**src/rtl/dm_store_buffer.sv**
```systemverilog
// dm_store_buffer: posted-write store buffer in front of the single-port data memory.
// Stores are queued and drained in order whenever the port is idle. Loads take the
// port first, but a load that overlaps any queued store waits until that store drains.
module dm_store_buffer #(
    parameter int DEPTH = 4,
    parameter int AW    = 14,
    parameter int DW    = 32
) (
    input  logic          clk,
    input  logic          rst_n,
    input  logic          req_valid,
    output logic          req_ready,
    input  logic          req_we,
    input  logic          req_byte,
    input  logic [AW-1:0] req_addr,
    input  logic [DW-1:0] req_wdata,
    output logic          rsp_valid,
    output logic [DW-1:0] rsp_rdata,
    input  logic          drain_req,
    output logic          buf_empty,
    output logic [AW-1:0] dm_addr,
    output logic [DW-1:0] dm_din,
    output logic          dm_we,
    output logic          dm_sb_flag,
    output logic          dm_lb_flag,
    input  logic [DW-1:0] dm_dout
);
    localparam int          PW        = $clog2(DEPTH);
    localparam logic [AW:0] WORD_SPAN = (AW+1)'(3);
    localparam logic [PW:0] FULL_CNT  = (PW+1)'(DEPTH);

    // Handshake: a request transfers in a cycle where req_valid && req_ready;
    // req_ready never depends on anything the requester cannot see this cycle.

    // Store FIFO storage; entries carry {addr, data, byte}
    logic [AW-1:0]    addr_q [DEPTH];
    logic [DW-1:0]    data_q [DEPTH];
    logic [DEPTH-1:0] byte_q;

    logic [PW-1:0] rd_ptr_q, rd_ptr_d;
    logic [PW-1:0] wr_ptr_q, wr_ptr_d;
    logic [PW:0]   count_q, count_d;
    logic          rsp_valid_q;
    logic [DW-1:0] rsp_rdata_q;

    logic             full;
    logic             empty;
    logic             hazard;
    logic             load_acc;
    logic             push;
    logic             pop;
    logic [DEPTH-1:0] slot_valid;

    // Inclusive byte ranges, computed one bit wider so a word at the top of the
    // address space does not wrap back to zero.
    function automatic logic ranges_overlap(input logic [AW-1:0] s_addr, input logic s_byte,
                                            input logic [AW-1:0] l_addr, input logic l_byte);
        logic [AW:0] s_lo, s_hi, l_lo, l_hi;
        s_lo = {1'b0, s_addr};
        l_lo = {1'b0, l_addr};
        s_hi = s_lo + (s_byte ? '0 : WORD_SPAN);
        l_hi = l_lo + (l_byte ? '0 : WORD_SPAN);
        return (s_lo <= l_hi) && (l_lo <= s_hi);
    endfunction

    assign full      = (count_q == FULL_CNT);
    assign empty     = (count_q == '0);
    assign buf_empty = empty;

    // Mark which physical slots currently hold a queued store
    always_comb begin
        logic [PW-1:0] off;
        slot_valid = '0;
        off        = '0;
        for (int i = 0; i < DEPTH; i++) begin
            off           = PW'(i) - rd_ptr_q;
            slot_valid[i] = ({1'b0, off} < count_q);
        end
    end

    // Detect a load that touches any byte still waiting in the FIFO
    always_comb begin
        hazard = 1'b0;
        for (int i = 0; i < DEPTH; i++) begin
            if (slot_valid[i] && ranges_overlap(addr_q[i], byte_q[i], req_addr, req_byte)) begin
                hazard = 1'b1;
            end
        end
    end

    // Accept rules: full blocks loads too, so queued stores always get a chance to drain
    always_comb begin
        req_ready = rst_n && !full && !drain_req && (req_we || !hazard);
        load_acc  = req_valid && !req_we && req_ready;
        push      = req_valid && req_we && req_ready;
        pop       = rst_n && !empty && !load_acc;
    end

    // Next-state for FIFO pointers and occupancy
    always_comb begin
        rd_ptr_d = rd_ptr_q;
        wr_ptr_d = wr_ptr_q;
        count_d  = count_q;
        if (push) begin
            wr_ptr_d = wr_ptr_q + 1'b1;
        end
        if (pop) begin
            rd_ptr_d = rd_ptr_q + 1'b1;
        end
        case ({push, pop})
            2'b10:   count_d = count_q + 1'b1;
            2'b01:   count_d = count_q - 1'b1;
            default: count_d = count_q;
        endcase
    end

    // Memory port arbitration: accepted load, else head-of-FIFO write, else idle
    always_comb begin
        dm_addr    = '0;
        dm_din     = '0;
        dm_we      = 1'b0;
        dm_sb_flag = 1'b0;
        dm_lb_flag = 1'b0;
        if (load_acc) begin
            dm_addr    = req_addr;
            dm_lb_flag = req_byte;
        end else if (pop) begin
            dm_addr    = addr_q[rd_ptr_q];
            dm_din     = data_q[rd_ptr_q];
            dm_sb_flag = byte_q[rd_ptr_q];
            dm_we      = 1'b1;
        end
    end

    // Control state and load response register
    always_ff @(posedge clk) begin
        if (!rst_n) begin
            rd_ptr_q    <= '0;
            wr_ptr_q    <= '0;
            count_q     <= '0;
            rsp_valid_q <= 1'b0;
            rsp_rdata_q <= '0;
        end else begin
            rd_ptr_q    <= rd_ptr_d;
            wr_ptr_q    <= wr_ptr_d;
            count_q     <= count_d;
            rsp_valid_q <= load_acc;
            if (load_acc) begin
                rsp_rdata_q <= dm_dout;
            end
        end
    end

    // FIFO payload write; contents need no reset since occupancy masks them
    always_ff @(posedge clk) begin
        if (push) begin
            addr_q[wr_ptr_q] <= req_addr;
            data_q[wr_ptr_q] <= req_wdata;
            byte_q[wr_ptr_q] <= req_byte;
        end
    end

    assign rsp_valid = rsp_valid_q;
    assign rsp_rdata = rsp_rdata_q;

endmodule

```
**config.mk**
```make
export PLATFORM = sky130hd
export DESIGN_NAME = dm_store_buffer
export DESIGN_NICKNAME = d
export VERILOG_FILES = /design/src/rtl/dm_store_buffer.sv
export SDC_FILE = /design/constraint.sdc
export NUM_CORES = 1
export LEC_CHECK = 0
export ABC_AREA = 1
export BUFFER_PORTS_ARGS = -buffer_cell sky130_fd_sc_hd__buf_4
export CORE_MARGIN = 4
export CORE_UTILIZATION = 45
export DETAILED_ROUTE_END_ITERATION = 12
export SLEW_MARGIN = 5
export SYNTH_ARGS = -nofsm -noshare
export SYNTH_HDL_FRONTEND = slang
export SYNTH_SLANG_ARGS = --single-unit
```
**constraint.sdc**
```tcl
create_clock -name clk -period 6.4 [get_ports clk]
set_clock_uncertainty 0.1 [all_clocks]
set_input_delay 1.28 -clock clk [delete_from_list [all_inputs] [get_ports clk]]
set_output_delay 1.28 -clock clk [all_outputs]
set_load 0.05 [all_outputs]
```
==> results.cfg, run 1 <==
[setup_path]
reg2reg_from = byte_q[3]
path_cells = buf_4 -> clkinvlp_4 -> ha_1 -> fa_2 -> nand2_2 -> nor2_2 -> nand2_1 -> xor2_1 -> ha_1 -> nand3_1 -> nand2_1 -> inv_1 -> nand2_1 -> nand3_1 -> nand3_1 -> nand2_1 -> nand2_1 -> nand2_1 -> nor2_4 -> nand3_4 -> buf_4 -> nand4_1 -> o21ai_0 -> buf_4
arrival_ps = 4840
path_class = in2out
reg2reg_slack_ps = 1290
critPathSlowestCell = xor2_1
r2r_cells = 28
crit_required_ps = 5020
end_kind = output port
start_kind = input pin
slowest_delay_ps = 390
crit_family = simple AND/OR/NAND/NOR gates
r2r_end = count_q[2]
worst_path_most_repeated_cell = nand2_1
crit_buf_inv = 5
critical_path.max_fanout = 11

[power]
powerDensity_nw_per_um2 = 239
p_total_mw = 3.86
p_leak_nw = 6.96
ir_drop_mv = 0.235

[final_layout]
regArea_um2 = 6490
drive_gt1_share_pct = 18.4
fill_cells = 2601
nets = 1815
area_delta_synth_final_pct = 21.1
multiInputGateArea_um2 = 6320
diodes = 0

[yosys]
synth_area_um2 = 13300
synth_fa_ha_area_share_pct = 12.1
synth_compound_area_share_pct = 8.65
synth_enable_flop_cells = 188
avgSynthCellArea_um2 = 9.26
yosys_most_used_dff = edfxtp_1
yosysSeqAreaShare_pct = 48.7
synth_top_family_by_area = simple AND/OR/NAND/NOR gates
async_flop_share_pct = 0
synth_cells = 1438
yosys.area_share.simple_pct = 21.9
yosysWarnings = 0
synth_xor_area_share_pct = 3.68
synth-seq-cells = 230
synth_cell_types = 45
syn_nets = 1647
muxShareOfSynthArea_pct = 0

[timing]
timing.fmax_mhz = 161
slew_viol_final = 0
finalWorstSetupSlack_ps = 178
fin_crit_sh_pct = 97.2
finalCriticalPeriod_ps = 6220
rsz0062_at_grt = yes
timing.slew.headroom_pct = 27.4
hold_viol_final = 0
tightest_slew_ps = 1090
setup_viol = 0

[die]
die-area_um2 = 32400
core-area_um2 = 28900
dieWidth_um = 180
start_util_pct = 46.0
rows = 62
die_h_um = 180
num_io_pins = 168

[clock_tree]
clock_sink_count = 230
cts_tree = built
clk_pin_slew_ps = 60
insertion_delay_ps = 540
clk_root_buffer_cell = clkbuf_16
h-tree-depth = 1
holdBufCountCts = 0
cts_buffers = 25
clock_path_buffers = 3

[routing]
drt_wl_total_um = 38200
wl_per_cell_um = 19.0
drtIter0Drc = 644
num_vias = 10900
drtAntennaViolNets = 0
drc = 0
firstDrtPassIters = 5
viasPerCell = 5.40

[min_path]
hold_path_depth = 2
hold_path_class = reg2reg
hold_end = rsp_rdata[15]
hold_start = rsp_rdata[15]

[grt]
antenna_found_initial = 0
grt_pass1_vias = 10700
grt_max_degree = 94
grt-ovfl-total = 0
grt_usage_pct = 22.7
grt_pass1_wl_um = 58800

[placement]
gp_congestion = 0.928
port_buffers = 167
dp_hpwl_um = 26800
pre_cts_ws_ps = -94.6

[flow_run]
cap_violations = 0

[outcome]
status = complete, no violations
-- state kept, by name, summed over array words and instances (netlist names), named ones only --
name and flops:
data_q 128, addr_q 56, rsp_rdata 32, byte_q 4, count_q 3, rd_ptr_q 2, wr_ptr_q 2, rsp_valid 1
-- worst max path at each step --
stage | start | to | cells past startpoint
final | req_byte | dm_addr[7] | 24
after global routing | req_byte | dm_addr[6] | 24
after CTS | byte_q[3] | dm_din[24] | 23
after detailed placement | req_byte | dm_din[30] | 20
after global placement | req_byte | dm_din[30] | 20
after floorplan | req_byte | dm_addr[7] | 21
-- through the flow --
stage               TNS, ps  hold slack (ps)  std cells  cell area [µm²]  utilization (%)
global placement          0              353       1957            15000             52.0
CTS                       0              366       2006            16000             55.2
finish                    0              363       2009            16100             55.8
detailed placement     -158              358       1957            15000             52.0
global route           -172              384       2009            16100             55.8
floorplan                 0              381       1438            13300                -
-- tightest hold or removal path, cell delays in order, from the launching register on --
cell	delay, ps
dfxtp_1	310
nand3_1	70
nand2_1	40
-- cell type report --
class	instances	share of cell area [%]
sequential	230	40.2
clock inverter	12	0.868
clock buffer	34	4.21
inverter	119	2.81
tap	384	2.98
multi-input combinational	1041	39.2
timing repair buffer	189	9.74
-- cells in the final DEF (no fill, tap or decap), drive strengths merged, types with 2 or more instances in the layout --
| cell | count |
|---|---|
| xor2 | 47 |
| clkbuf | 35 |
| nand2 | 378 |
| xnor2 | 9 |
| nand3 | 101 |
| nor3 | 52 |
| nand4 | 26 |
| a211oi | 2 |
| nor4 | 4 |
| a21oi | 134 |
| o31ai | 3 |
| fa | 6 |
| inv | 119 |
| buf | 188 |
| nand3b | 7 |
| a32o | 2 |
| bufinv | 3 |
| dfxtp | 42 |
| and3 | 3 |
| clkinv | 8 |
| o22ai | 6 |
| nor2 | 68 |
| ha | 119 |
| o21ai | 60 |
| o21bai | 2 |
| a21o | 2 |
| edfxtp | 188 |
-- synthesized netlist by cell type, types with 6 or more instances --
cell type / instances / share of area (%)
clkbuf_1: 38 / 1.1
o22ai_1: 6 / 0.28
nand2_1: 371 / 10
xnor2_1: 9 / 0.59
xor2_1: 47 / 3.1
nand4_1: 24 / 1.1
nor3_1: 32 / 1.2
o21ai_0: 59 / 2.2
nor3_2: 20 / 1.5
inv_1: 114 / 3.2
ha_1: 119 / 11
a21oi_1: 134 / 5.0
fa_1: 6 / 0.90
nand2_2: 7 / 0.33
nand3_1: 97 / 3.6
dfxtp_1: 42 / 6.3
edfxtp_1: 188 / 42
nor2_1: 63 / 1.8
nand3b_1: 7 / 0.39
-- layer usage --
metal	up-vias	part of all wire (%)	GRT usage [%]
met5	-	0	0
met3	61	7.1	4.68
met4	0	2.3	5.69
met1	5168	43	30.3
li1	5301	-	-
met2	326	47	38.0
-- timing repair --
| action | CTS | global route |
|---|---|---|
| resized for setup | 10 | 34 |
| pin swaps | 2 | 1 |
| setup buffers | 2 | 2 |
| cloned | 1 | 1 |
| setup endpoints to repair | 49 | 49 |
-- report_power, final --
group / internal (mW) / switching (mW)
Combinational: 0.234 / 0.523
Clock: 0.864 / 0.581
Sequential: 1.64 / 0.0167
Total: 2.74 / 1.12
-- cell families after synthesis --
| group | Yosys count |
|---|---|
| xor+xnor | 56 |
| flops | 230 |
| simple gates | 642 |
| fa+ha+maj | 125 |
| compound gates | 218 |
| buf+inv | 167 |
Power figures use the tool's default switching activity.
==> run 2: changes to the inputs <==
Settings changed: HOLD_SLACK_MARGIN set to 0.06.
Clock period 6.4 ns to 6.8 ns, I/O delays scaled along.
==> run 2 against run 1 <==
Net effect: sequential share of layout area up 0.48 points; combinational power shrank 8.8%; first-iteration DRC count up 9.6%; utilization down 0.66 points; largest cell class unchanged.
==> results.cfg, run 2 (synthesis gave the netlist of run 1 again) <==
[outcome]
status = complete, no violations

[setup_path]
arrival_ps = 5090
slowest_delay_ps = 310
critPathSlowestCell = ha_1
path_class = in2out
start_kind = input pin
end_kind = output port
worst_path_most_repeated_cell = nand2_1
critical_path.max_fanout = 13
crit_required_ps = 5340

[routing]
num_vias = 10700
firstDrtPassIters = 5
drtIter0Drc = 706
wl_per_cell_um = 18.8
drt_wl_total_um = 37700
viasPerCell = 5.34
drtAntennaViolNets = 0
drc = 0

[placement]
port_buffers = 167
gp_congestion = 0.906
dp_hpwl_um = 27000

[flow_run]
cap_violations = 0

[die]
start_util_pct = 46.0
rows = 62
core-area_um2 = 28900
die-area_um2 = 32400
die_h_um = 180
dieWidth_um = 180
num_io_pins = 168

[clock_tree]
clk_pin_slew_ps = 50
cts_tree = built
h-tree-depth = 1
clk_root_buffer_cell = clkbuf_16
insertion_delay_ps = 540
clock_path_buffers = 3
cts_buffers = 26
clock_sink_count = 230
holdBufCountCts = 0

[timing]
setup_viol = 0
hold_viol_final = 0
timing.fmax_mhz = 153
timing.slew.headroom_pct = 28.3
tightest_slew_ps = 1080
fin_crit_sh_pct = 96.3
slew_viol_final = 0
final.setup.tns_ps = 0
finalCriticalPeriod_ps = 6550
rsz0062_at_grt = no

[final_layout]
regArea_um2 = 6490
largest_register = data_q
area_delta_synth_final_pct = 19.7
diodes = 0
fill_cells = 2622
layout_common_cells = 371 x nand2_1, 188 x edfxtp_1, 183 x buf_4
largest_reg_flops = 128
multiInputGateArea_um2 = 6260
drive_gt1_share_pct = 17.6
nets = 1812
mostFrequentLayoutCell = nand2_1

[grt]
grt_usage_pct = 22.5
antenna_found_initial = 0
grt-ovfl-total = 0
grt_pass1_wl_um = 59000
grt_pass1_vias = 10800
grt_max_degree = 94

[power]
ir_drop_mv = 0.216
p_leak_nw = 6.90
powerDensity_nw_per_um2 = 230
p_total_mw = 3.67

[min_path]
hold_path_class = reg2reg
-- run 2: cell count changes in the layout (fill, tap and decap cells not counted), sizes merged --
cell,before,now
buf,188,185
clkinv,8,7
clkbuf,35,37
inv,119,118
clkinvlp,1,2
-- run 2: repair_timing --
| action | in CTS | in global routing |
|---|---|---|
| buffers inserted | 1 | 2 |
| pin swaps | 0 | 1 |
| setup endpoints to repair | 27 | 48 |
| hold endpoints to repair | 0 | 0 |
| gates resized for setup | 1 | 15 |
-- run 2: worst max-delay path: cells and delay by family --
kind                     cells  cell delay (ps)
AO/OA/AOI/OAI                1              120
XOR/XNOR                     1              180
adder cells (fa/ha/maj)      3              800
buffers and inverters        5              890
AND/OR/NAND/NOR             15             1720
-- run 2: final timing paths --
kind / from / end / slack [ps] / depth (start not counted)
hold / removal: rsp_rdata[24] / rsp_rdata[24] / 360 / 2
setup / recovery: req_byte / dm_addr[6] / 250 / 25
setup reg to reg: byte_q[3] / count_q[2] / 1400 / 28
hold reg to reg: rsp_rdata[24] / rsp_rdata[24] / 360 / 2
-- run 2: area by class of cell --
cell class,instances,share of cell area (%)
Clock buffer,37,4.53
Clock inverter,11,0.847
Inverter,119,2.84
Timing Repair Buffer,185,8.81
Tap cell,384,3.01
Sequential cell,230,40.7
Multi-Input combinational cell,1041,39.3
-- run 2: report_power, final --
part | switching [mW] | internal [mW] | leakage (nW)
clock | 0.560 | 0.853 | 0.418
combinational | 0.481 | 0.210 | 4.44
sequential | 0.0159 | 1.55 | 2.04
total | 1.06 | 2.61 | 6.90
-- run 2: stage by stage --
step / hold WS, ps / std cells / instance area (µm²) / worst slack, ps / util, %
after global routing: 379 / 2007 / 15900 / 12.9 / 55.1
after global placement: 354 / 1956 / 15000 / 107 / 51.8
after floorplan: 381 / 1438 / 13300 / 319 / -
after CTS: 366 / 2005 / 15900 / 35.3 / 54.8
after detailed placement: 358 / 1956 / 15000 / 46.8 / 51.8
final: 363 / 2007 / 15900 / 253 / 55.1
-- run 2: per-layer routing --
layer  GRT usage [%]  part of all wire, %
met3            3.57                  5.4
met2            37.9                   47
met1            30.6                   45
met4            6.14                  2.5
met5               0                    0
==> run 3: changes to the inputs <==
Settings changed: CELL_PAD_IN_SITES_DETAIL_PLACEMENT set to 1, CELL_PAD_IN_SITES_GLOBAL_PLACEMENT set to 1, PLACE_DENSITY_LB_ADDON set to 0.1.
==> run 3 against run 2 <==
Net effect: combinational power is 2% higher; count of clock-buffer cells in the layout increased by 2; register-to-register slack got worse by 30 ps; total power rose by 5.3%; largest power group is now the clock network.
==> results.cfg, run 3 (synthesis gave the netlist of run 1 again) <==
[outcome]
status = complete, no violations

[min_path]
hold_path_class = reg2reg

[die]
core-area_um2 = 28900
dieWidth_um = 180
die_h_um = 180
num_io_pins = 168
start_util_pct = 46.0
die-area_um2 = 32400
rows = 62

[timing]
fin_crit_sh_pct = 96.3
timing.fmax_mhz = 153
finalWorstSetupSlack_ps = 250
final.setup.tns_ps = 0
hold_viol_final = 0
hold_ws_ps = 364
timing.slew.headroom_pct = 33.6
finalCriticalPeriod_ps = 6550
slew_viol_final = 0
tightest_slew_ps = 996
setup_viol = 0

[routing]
wl_per_cell_um = 21.1
drtAntennaViolNets = 0
drt_wl_total_um = 42300
drtIter0Drc = 647
firstDrtPassIters = 5
drc = 0
num_vias = 11100
viasPerCell = 5.55

[power]
p_leak_nw = 6.99
powerDensity_nw_per_um2 = 240
ir_drop_mv = 0.340
p_total_mw = 3.86

[clock_tree]
clock_sink_count = 230
clock_path_buffers = 3
cts_buffers = 27
h-tree-depth = 1
cts_tree = built
insertion_delay_ps = 560
holdBufCountCts = 0
clk_pin_slew_ps = 60
clk_root_buffer_cell = clkbuf_16

[grt]
antenna_found_initial = 0
grt_usage_pct = 25.6
grt_pass1_wl_um = 66500
grt_max_degree = 93
grt_pass1_vias = 11900
grt-ovfl-total = 0

[final_layout]
nets = 1813
area_delta_synth_final_pct = 20.9
drive_gt1_share_pct = 18.1
mostFrequentLayoutCell = nand2_1
largest_register = data_q
largest_reg_flops = 128
diodes = 0
layout_common_cells = 371 x nand2_1, 188 x edfxtp_1, 182 x buf_4
stdcell_area_um2 = 16100

[setup_path]
path_class = reg2out
reg2reg_slack_ps = 1370
critical_path.max_fanout = 29
end_kind = output port
arrival_ps = 5090
crit_required_ps = 5340
start_kind = register

[flow_run]
cap_violations = 0

[placement]
gp_congestion = 0.913
port_buffers = 167
pre_cts_ws_ps = 17.7
placed_area_um2 = 15000
dp_hpwl_um = 30500
-- run 3: changes by cell type in the layout (fill, tap and decap cells not counted), moves of 2 or more --
| cell | change |
|---|---|
| clkinvlp_4 | -2 |
| nor2_2 | -2 |
| nor3_1 | -3 |
| clkbuf_8 | +3 |
| clkbuf_16 | +3 |
| clkbuf_1 | -4 |
| nor3_2 | +3 |
-- run 3: path summary, 6_finish.rpt --
check                           cells past startpoint             to          start
worst max register to register                     28     count_q[2]      byte_q[3]
worst max-delay path                               23     dm_din[20]      byte_q[3]
worst min register to register                      2  rsp_rdata[23]  rsp_rdata[23]
worst min-delay path                                2  rsp_rdata[23]  rsp_rdata[23]
-- run 3: power by group --
part / leakage [nW] / internal, mW / switching, mW / total, mW
logic: 4.47 / 0.212 / 0.496 / 0.708
clock network: 0.494 / 0.997 / 0.592 / 1.59
registers: 2.04 / 1.55 / 0.0182 / 1.57
-- run 3: through the flow --
stage / util (%) / instances
5_1_grt: 55.7 / 2009
2_1_floorplan: - / 1438
4_1_cts: 55.4 / 2008
3_3_place_gp: 51.9 / 1958
3_5_place_dp: 51.9 / 1958
6_report: 55.7 / 2009
-- run 3: what timing repair did --
action,CTS,global route
cloned,0,0
setup buffers,0,1
setup endpoints to repair,41,49
resized for setup,3,16
-- run 3: layout make-up --
class	count	area, µm²
inverter	119	449
tap	384	480
clock inverter	11	170
timing repair buffer	185	1420
fill	3280	12800
multi-input combinational	1041	6280
sequential	230	6490
clock buffer	39	825
-- run 3: routing by layer --
metal  routed length, µm  GRT usage (%)
met5                   0              0
met4                1360           8.02
met3                2020           4.14
met2               21500           45.9
met1               17400           31.7
-- run 3: critical path: stages, from the launching register on --
cell and delay [ps]:
edfxtp_1 460, inv_2 140, ha_1 190, fa_1 220
nand3_1 140, nand3b_1 270, nor3_2 200, inv_1 70
nor2_1 180, nand3_1 120, xor2_1 160, ha_1 330
nand3_1 170, nor4b_4 350, nand4_1 140, a21oi_1 200
nand2_1 80, nand2_1 110, nor2_2 70, nand3_4 70
nand2_2 130, buf_12 230, nor3_2 220, buf_4 250
